### config.mk
export PLATFORM = sky130hd
export DESIGN_NAME = mem_arbiter
export DESIGN_NICKNAME = d
export VERILOG_FILES = /design/src/rtl/mem_arbiter_pkg.sv /design/src/rtl/mem_align_check.sv /design/src/rtl/mem_arbiter.sv
export SDC_FILE = /design/constraint.sdc
export NUM_CORES = 1
export LEC_CHECK = 0
export CORE_UTILIZATION = 38
export DETAILED_ROUTE_END_ITERATION = 6
export GPL_TIMING_DRIVEN = 1
export PLACE_DENSITY = 0.77
export SYNTH_ARGS = -nofsm -noshare
export SYNTH_HDL_FRONTEND = slang
export SYNTH_HIERARCHICAL = 1
export SYNTH_SLANG_ARGS = --single-unit
export TNS_END_PERCENT = 30
### constraint.sdc
create_clock -name clk -period 2.9 [get_ports clk]
set_clock_uncertainty 0.05 [all_clocks]
set_input_delay 0.58 -clock clk [delete_from_list [all_inputs] [get_ports clk]]
set_output_delay 0.58 -clock clk [all_outputs]
set_load 0.05 [all_outputs]
### src/rtl/mem_arbiter_pkg.sv
// Shared definitions for the instruction/data RAM arbiter: memory mode codes,
// arbiter state encoding and requester identifiers.
package mem_arbiter_pkg;

  localparam logic [3:0] IO_NOP = 4'd0;
  localparam logic [3:0] IO_LW  = 4'd1;
  localparam logic [3:0] IO_LH  = 4'd2;
  localparam logic [3:0] IO_LHU = 4'd3;
  localparam logic [3:0] IO_LB  = 4'd4;
  localparam logic [3:0] IO_LBU = 4'd5;
  localparam logic [3:0] IO_SW  = 4'd6;
  localparam logic [3:0] IO_SH  = 4'd7;
  localparam logic [3:0] IO_SB  = 4'd8;

  typedef enum logic [1:0] {
    ARB_IDLE   = 2'd0,
    ARB_ACCESS = 2'd1,
    ARB_RESP   = 2'd2
  } arb_state_e;

  typedef enum logic {
    PORT_IF  = 1'b0,
    PORT_MEM = 1'b1
  } port_e;

  function automatic logic is_store_mode(input logic [3:0] mode);
    return (mode == IO_SW) || (mode == IO_SH) || (mode == IO_SB);
  endfunction

endpackage

### src/rtl/mem_align_check.sv
// Combinational access classifier: flags misaligned or unrecognised modes and
// whether the mode writes memory.
module mem_align_check
  import mem_arbiter_pkg::*;
(
  input  logic [3:0] mode,
  input  logic [1:0] addr_lo,
  output logic       misaligned,
  output logic       is_store
);

  always_comb begin
    // NOTE: every output gets a default first so no path leaves it unassigned (no latch).
    misaligned = 1'b1;
    is_store   = is_store_mode(mode);
    case (mode)
      IO_LW, IO_SW:         misaligned = (addr_lo != 2'b00);
      IO_LH, IO_LHU, IO_SH: misaligned = addr_lo[0];
      IO_LB, IO_LBU, IO_SB: misaligned = 1'b0;
      default:              misaligned = 1'b1;  // IO_NOP or unknown code is rejected
    endcase
  end

endmodule

### src/rtl/mem_arbiter.sv
// Round-robin arbiter sharing one RAM between instruction fetch and data access,
// with programmable wait states, alignment rejection and registered responses.
module mem_arbiter
  import mem_arbiter_pkg::*;
#(
  parameter int WAIT_CYCLES = 0
) (
  input  logic        clk,
  input  logic        rst,
  input  logic        if_req,
  input  logic [31:0] if_addr,
  output logic [31:0] if_rdata,
  output logic        if_ack,
  output logic        if_err,
  input  logic        mem_req,
  input  logic [3:0]  mem_mode,
  input  logic [31:0] mem_addr,
  input  logic [31:0] mem_wdata,
  output logic [31:0] mem_rdata,
  output logic        mem_ack,
  output logic        mem_err,
  output logic [3:0]  ram_mode,
  output logic [31:0] ram_addr,
  output logic [31:0] ram_wdata,
  input  logic [31:0] ram_rdata,
  output logic        busy
);

  arb_state_e  state;
  port_e       port_q;
  logic        last_mem;
  logic [3:0]  mode_q;
  logic [31:0] addr_q;
  logic [31:0] wdata_q;
  logic        store_q;
  logic [3:0]  cnt;

  logic        grant_mem;
  logic [3:0]  sel_mode;
  logic [31:0] sel_addr;
  logic        sel_mis;
  logic        sel_store;

  // Data wins a tie unless it was the port served last.
  assign grant_mem = mem_req && (!if_req || !last_mem);
  assign sel_mode  = grant_mem ? mem_mode : IO_LW;
  assign sel_addr  = grant_mem ? mem_addr : if_addr;

  mem_align_check u_align (
    .mode       (sel_mode),
    .addr_lo    (sel_addr[1:0]),
    .misaligned (sel_mis),
    .is_store   (sel_store)
  );

  // Stores only strobe the RAM in the last access cycle so exactly one write lands;
  // rst gates this combinationally so a reset in that cycle suppresses the write.
  assign ram_mode  = (!rst && state == ARB_ACCESS && (!store_q || cnt == 4'd0)) ? mode_q : IO_NOP;
  assign ram_addr  = addr_q;
  assign ram_wdata = wdata_q;
  assign busy      = (state != ARB_IDLE);

  // NOTE: sequential state uses non-blocking assignments so every register samples pre-edge values.
  always_ff @(posedge clk) begin
    if (rst) begin
      state     <= ARB_IDLE;
      port_q    <= PORT_IF;
      last_mem  <= 1'b0;
      mode_q    <= IO_NOP;
      addr_q    <= '0;
      wdata_q   <= '0;
      store_q   <= 1'b0;
      cnt       <= '0;
      if_ack    <= 1'b0;
      if_err    <= 1'b0;
      if_rdata  <= '0;
      mem_ack   <= 1'b0;
      mem_err   <= 1'b0;
      mem_rdata <= '0;
    end else begin
      case (state)
        ARB_IDLE: begin
          if (if_req || mem_req) begin
            port_q   <= grant_mem ? PORT_MEM : PORT_IF;
            last_mem <= grant_mem;
            cnt      <= 4'(WAIT_CYCLES);
            if (sel_mis) begin
              state <= ARB_RESP;
              if (grant_mem) begin
                mem_ack <= 1'b1;
                mem_err <= 1'b1;
              end else begin
                if_ack <= 1'b1;
                if_err <= 1'b1;
              end
            end else begin
              state   <= ARB_ACCESS;
              mode_q  <= sel_mode;
              addr_q  <= sel_addr;
              wdata_q <= grant_mem ? mem_wdata : '0;
              store_q <= sel_store;
            end
          end
        end
        ARB_ACCESS: begin
          if (cnt == 4'd0) begin
            state <= ARB_RESP;
            if (port_q == PORT_MEM) begin
              mem_ack   <= 1'b1;
              mem_rdata <= ram_rdata;
            end else begin
              if_ack   <= 1'b1;
              if_rdata <= ram_rdata;
            end
          end else begin
            cnt <= cnt - 4'd1;
          end
        end
        ARB_RESP: begin
          state     <= ARB_IDLE;
          if_ack    <= 1'b0;
          if_err    <= 1'b0;
          if_rdata  <= '0;
          mem_ack   <= 1'b0;
          mem_err   <= 1'b0;
          mem_rdata <= '0;
        end
        default: state <= ARB_IDLE;
      endcase
    end
  end

endmodule

==> impl_metrics.toml <==
[place]
place.gp.congestion = 0.842
dpl.hpwl_um = 12500
io_buffers = 272
numPlacedInstances = 1126
pre_cts_slack_ns = -0.471
placement.cell_area_um2 = 9010

[floorplan]
core_region_area_um2 = 15300
die_x_um = 127
die_y_um = 127
design.portCount = 273
placementRows = 45
fp.dieArea_um2 = 16200
start_util_pct = 39.2

[setup_path]
worstPathMaxFanout = 7
cp_common_cell = "sky130_fd_sc_hd__inv_1"
critical_path_class = "register to output port"
worst_r2r_endpoint = "ram_wdata[12]"
reg2reg_setup_slack_ns = 0.23
critical_path_arrival_ns = 2.13
worstSetupStartpointType = "register"
worst_ep_required_time_ns = 2.27
worst_path_max_delay_cell = "sky130_fd_sc_hd__clkdlybuf4s50_1"
crit_path_cell_trace = "inv_1 > ha_1 > inv_1 > clkdlybuf4s50_1"
critical_path.reg2reg.startpoint = "port_q"
reg2regPathDepth = 11
max_stage_delay_on_crit_path_ns = 0.81
worstSetupEndpointType = "output port"

[timing]
timing.final.hold_violations = 0
max_clock_freq_ghz = 0.363
timing.max_slew.rel_slack_pct = 35.8
timing.final.ws_setup_ns = 0.143
rsz0062_at_grt = "false"
period_share_pct = 95.1
final-max-slew-violation-count = 0
setup_tns_ns = 0
worst_pin_slew_ns = 0.959
final_critical_path_time_including_i_o_delays_and_setup_ns = 2.76
timing.final.setup_violations = 0

[final_layout]
proportion_of_layout_cells_with_a_drive_suffix_above_1_pct = 14.7
insertedDiodeCount = 0
instances_no_fill = 1166
fillCellCount = 1228
layout.nets = 1084
syn_to_final_growth_pct = 65.4
stdcell_area_um2 = 9890
sequential_cell_area_um2 = 2880
multi_input_comb_area_um2 = 2840

[grt]
grt-ovfl-total = 0
grt_use_met2_pct = 36.5
use_met3_pct = 7.16
grt_util_all_layers_pct = 23.0
grt_busiest_layer = "met2"
antenna_found_initial = 0
met1_usage_pct = 28.6
grt_first_pass_wirelength_um = 29500
grt_pass1_vias = 5650
grt_start_max_net_pins = 144

[synth]
synth_enable_flop_cells = 0
synth_async_sr_flop_share_pct = 0
synthesis.nets = 811
synth_top_cells_by_area = "sky130_fd_sc_hd__dfxtp_1 (48%), sky130_fd_sc_hd__nand2_1 (6.8%), sky130_fd_sc_hd__nor2_1 (5.7%)"
yosysMostFrequentCell = "sky130_fd_sc_hd__dfxtp_1"
syn-mean-instance-area_um2 = 8.94
yosys_warnings = 6
synth-main-ff-cell = "sky130_fd_sc_hd__dfxtp_1"
syn-instance-count = 669
syn-cell-area_um2 = 5980
synthDistinctLibCells = 49
yosysTopAreaCell = "sky130_fd_sc_hd__dfxtp_1"
post-synth-top-area-fraction_pct = 48.2
top_post_synthesis_cells_by_count = "sky130_fd_sc_hd__dfxtp_1 (144), sky130_fd_sc_hd__nand2_1 (108), sky130_fd_sc_hd__nor2_1 (91)"
synth-seq-area-share_pct = 48.2
yosys_register_bits = 144

[clocking]
cts_hold_buffers = 0
clock_tree_root_buffer_cell = "sky130_fd_sc_hd__clkbuf_16"
worst_setup_hold_path_clk_slew_ns = 0.06
cts_sinks = 144
cts-buffers-inserted = 17
tritoncts = "yes"
max_buffers_root_to_sink = 2
clk-insertion-delay-late_ns = 0.42
cts-htree-levels = 4

[routing]
number_of_nets_with_antenna_violations_after_detailed_routing = 0
detail_route.wl_per_cell_um = 16.3
drt_wl_total_um = 19000
dr_total_vias = 5891
drt-initial-drc-count = 281
route.detailed.drc = 0
vias_per_cell = 5.05
drt_first_pass_iters = 5

[min_path]
whs_endpoint = "mem_rdata[4]"
min_path_type = "register to register"
min_delay_path_depth = 2
min-delay-start = "mem_rdata[4]"

[power_and_ir_drop]
vdd.ir_drop.worst_mv = 0.362
pwr_density_cell_nw_per_um2 = 760
total_leakage_power_nw = 3.67
power.total_mw = 7.51

[run_status]
status = "finished clean"

[run]
count_of_max_cap_constraint_violations = 0
[stage by stage]
step | hold WS (ns) | util [%]
finish | 0.401 | 64.8
CTS | 0.400 | 64.0
global placement | 0.388 | 59.1
floorplan | 0.382 | -
global route | 0.425 | 64.8
detailed placement | 0.393 | 59.1
[critical path, delay by kind of cell (launching register included)]
kind                     cells  cell delay (ns)
adder cells (fa/ha/maj)      1             0.28
buffers and inverters        3             1.03
flip-flops                   1             0.39
[cell type report]
type,count,share of cell area (%)
timing repair buffer,311,32.4
sequential,144,29.2
multi-input combinational,460,28.7
clock buffer,24,5.18
tap,211,2.67
clock inverter,8,1.51
inverter,8,0.304
[flip-flops by register name, summed over array words and instances, names as in the netlist]
name	cells
mem_rdata	32
if_ack	1
store_q	1
ram_wdata	32
ram_addr	32
if_err	1
port_q	1
state	2
mem_ack	1
cnt	4
mem_err	1
mode_q	4
if_rdata	32
[where the power goes]
part / switching, mW / internal, mW / leakage, nW
logic: 1.70 / 1.05 / 2.18
clock network: 0.829 / 1.58 / 0.319
registers: 0.132 / 2.23 / 1.17
total: 2.66 / 4.85 / 3.67
[cell usage in the layout (no fill, tap or decap), drive strengths merged, types with 2 or more instances in the layout]
master / Yosys / layout
clkinv: 0 / 2
nand4: 2 / 2
nand3: 13 / 13
a311oi: 31 / 31
nor2: 111 / 111
clkdlybuf4s50: 0 / 265
o21ai: 8 / 8
mux2: 4 / 4
nor3: 5 / 5
or4b: 2 / 2
and2: 7 / 7
or3b: 2 / 2
ha: 6 / 6
inv: 8 / 8
nand2: 108 / 108
clkbuf: 29 / 26
dlymetal6s2s: 0 / 2
bufinv: 0 / 4
clkinvlp: 0 / 2
nand2b: 5 / 5
a21boi: 2 / 2
nand3b: 33 / 33
dfxtp: 144 / 144
a22oi: 64 / 64
a21oi: 34 / 34
nor2b: 5 / 5
buf: 28 / 41
[how the worst max path moves through the flow]
| stage | from | endpoint | slack, ns |
|---|---|---|---|
| 6_report | state[0] | busy | 0.14 |
| 5_1_grt | state[0] | busy | 0.05 |
| 4_1_cts | mem_req | ram_addr[15] | 0.02 |
| 3_5_place_dp | mem_req | ram_addr[31] | -0.47 |
| 3_3_place_gp | mem_req | ram_addr[7] | -0.37 |
| 2_1_floorplan | mem_req | ram_addr[10] | -0.003 |
[timing repair]
item                                    CTS  global route
endpoints found under the setup margin   19            71
gates resized for setup                   1            13
gates cloned                              2             3
setup buffers                             2             1
pin swaps                                 1             4
[layer usage]
metal | part of all wire [%] | wire (µm)
met1 | 43 | 8100
met2 | 48 | 9120
met3 | 6.6 | 1260
met4 | 2.7 | 514
met5 | 0 | 0
[logic make-up (layout without fill, tap and decap cells)]
logic type | Yosys count | in the layout | share of synthesized area (%)
flip-flops | 144 | 144 | 48.2
AO/OA/AOI/OAI | 150 | 150 | 20.3
buffers and inverters | 65 | 351 | 5.34
AND/OR/NAND/NOR | 298 | 298 | 23.8
adder cells (fa/ha/maj) | 7 | 7 | 1.42
multiplexers | 5 | 5 | 0.921
Power figures use the tool's default switching activity.
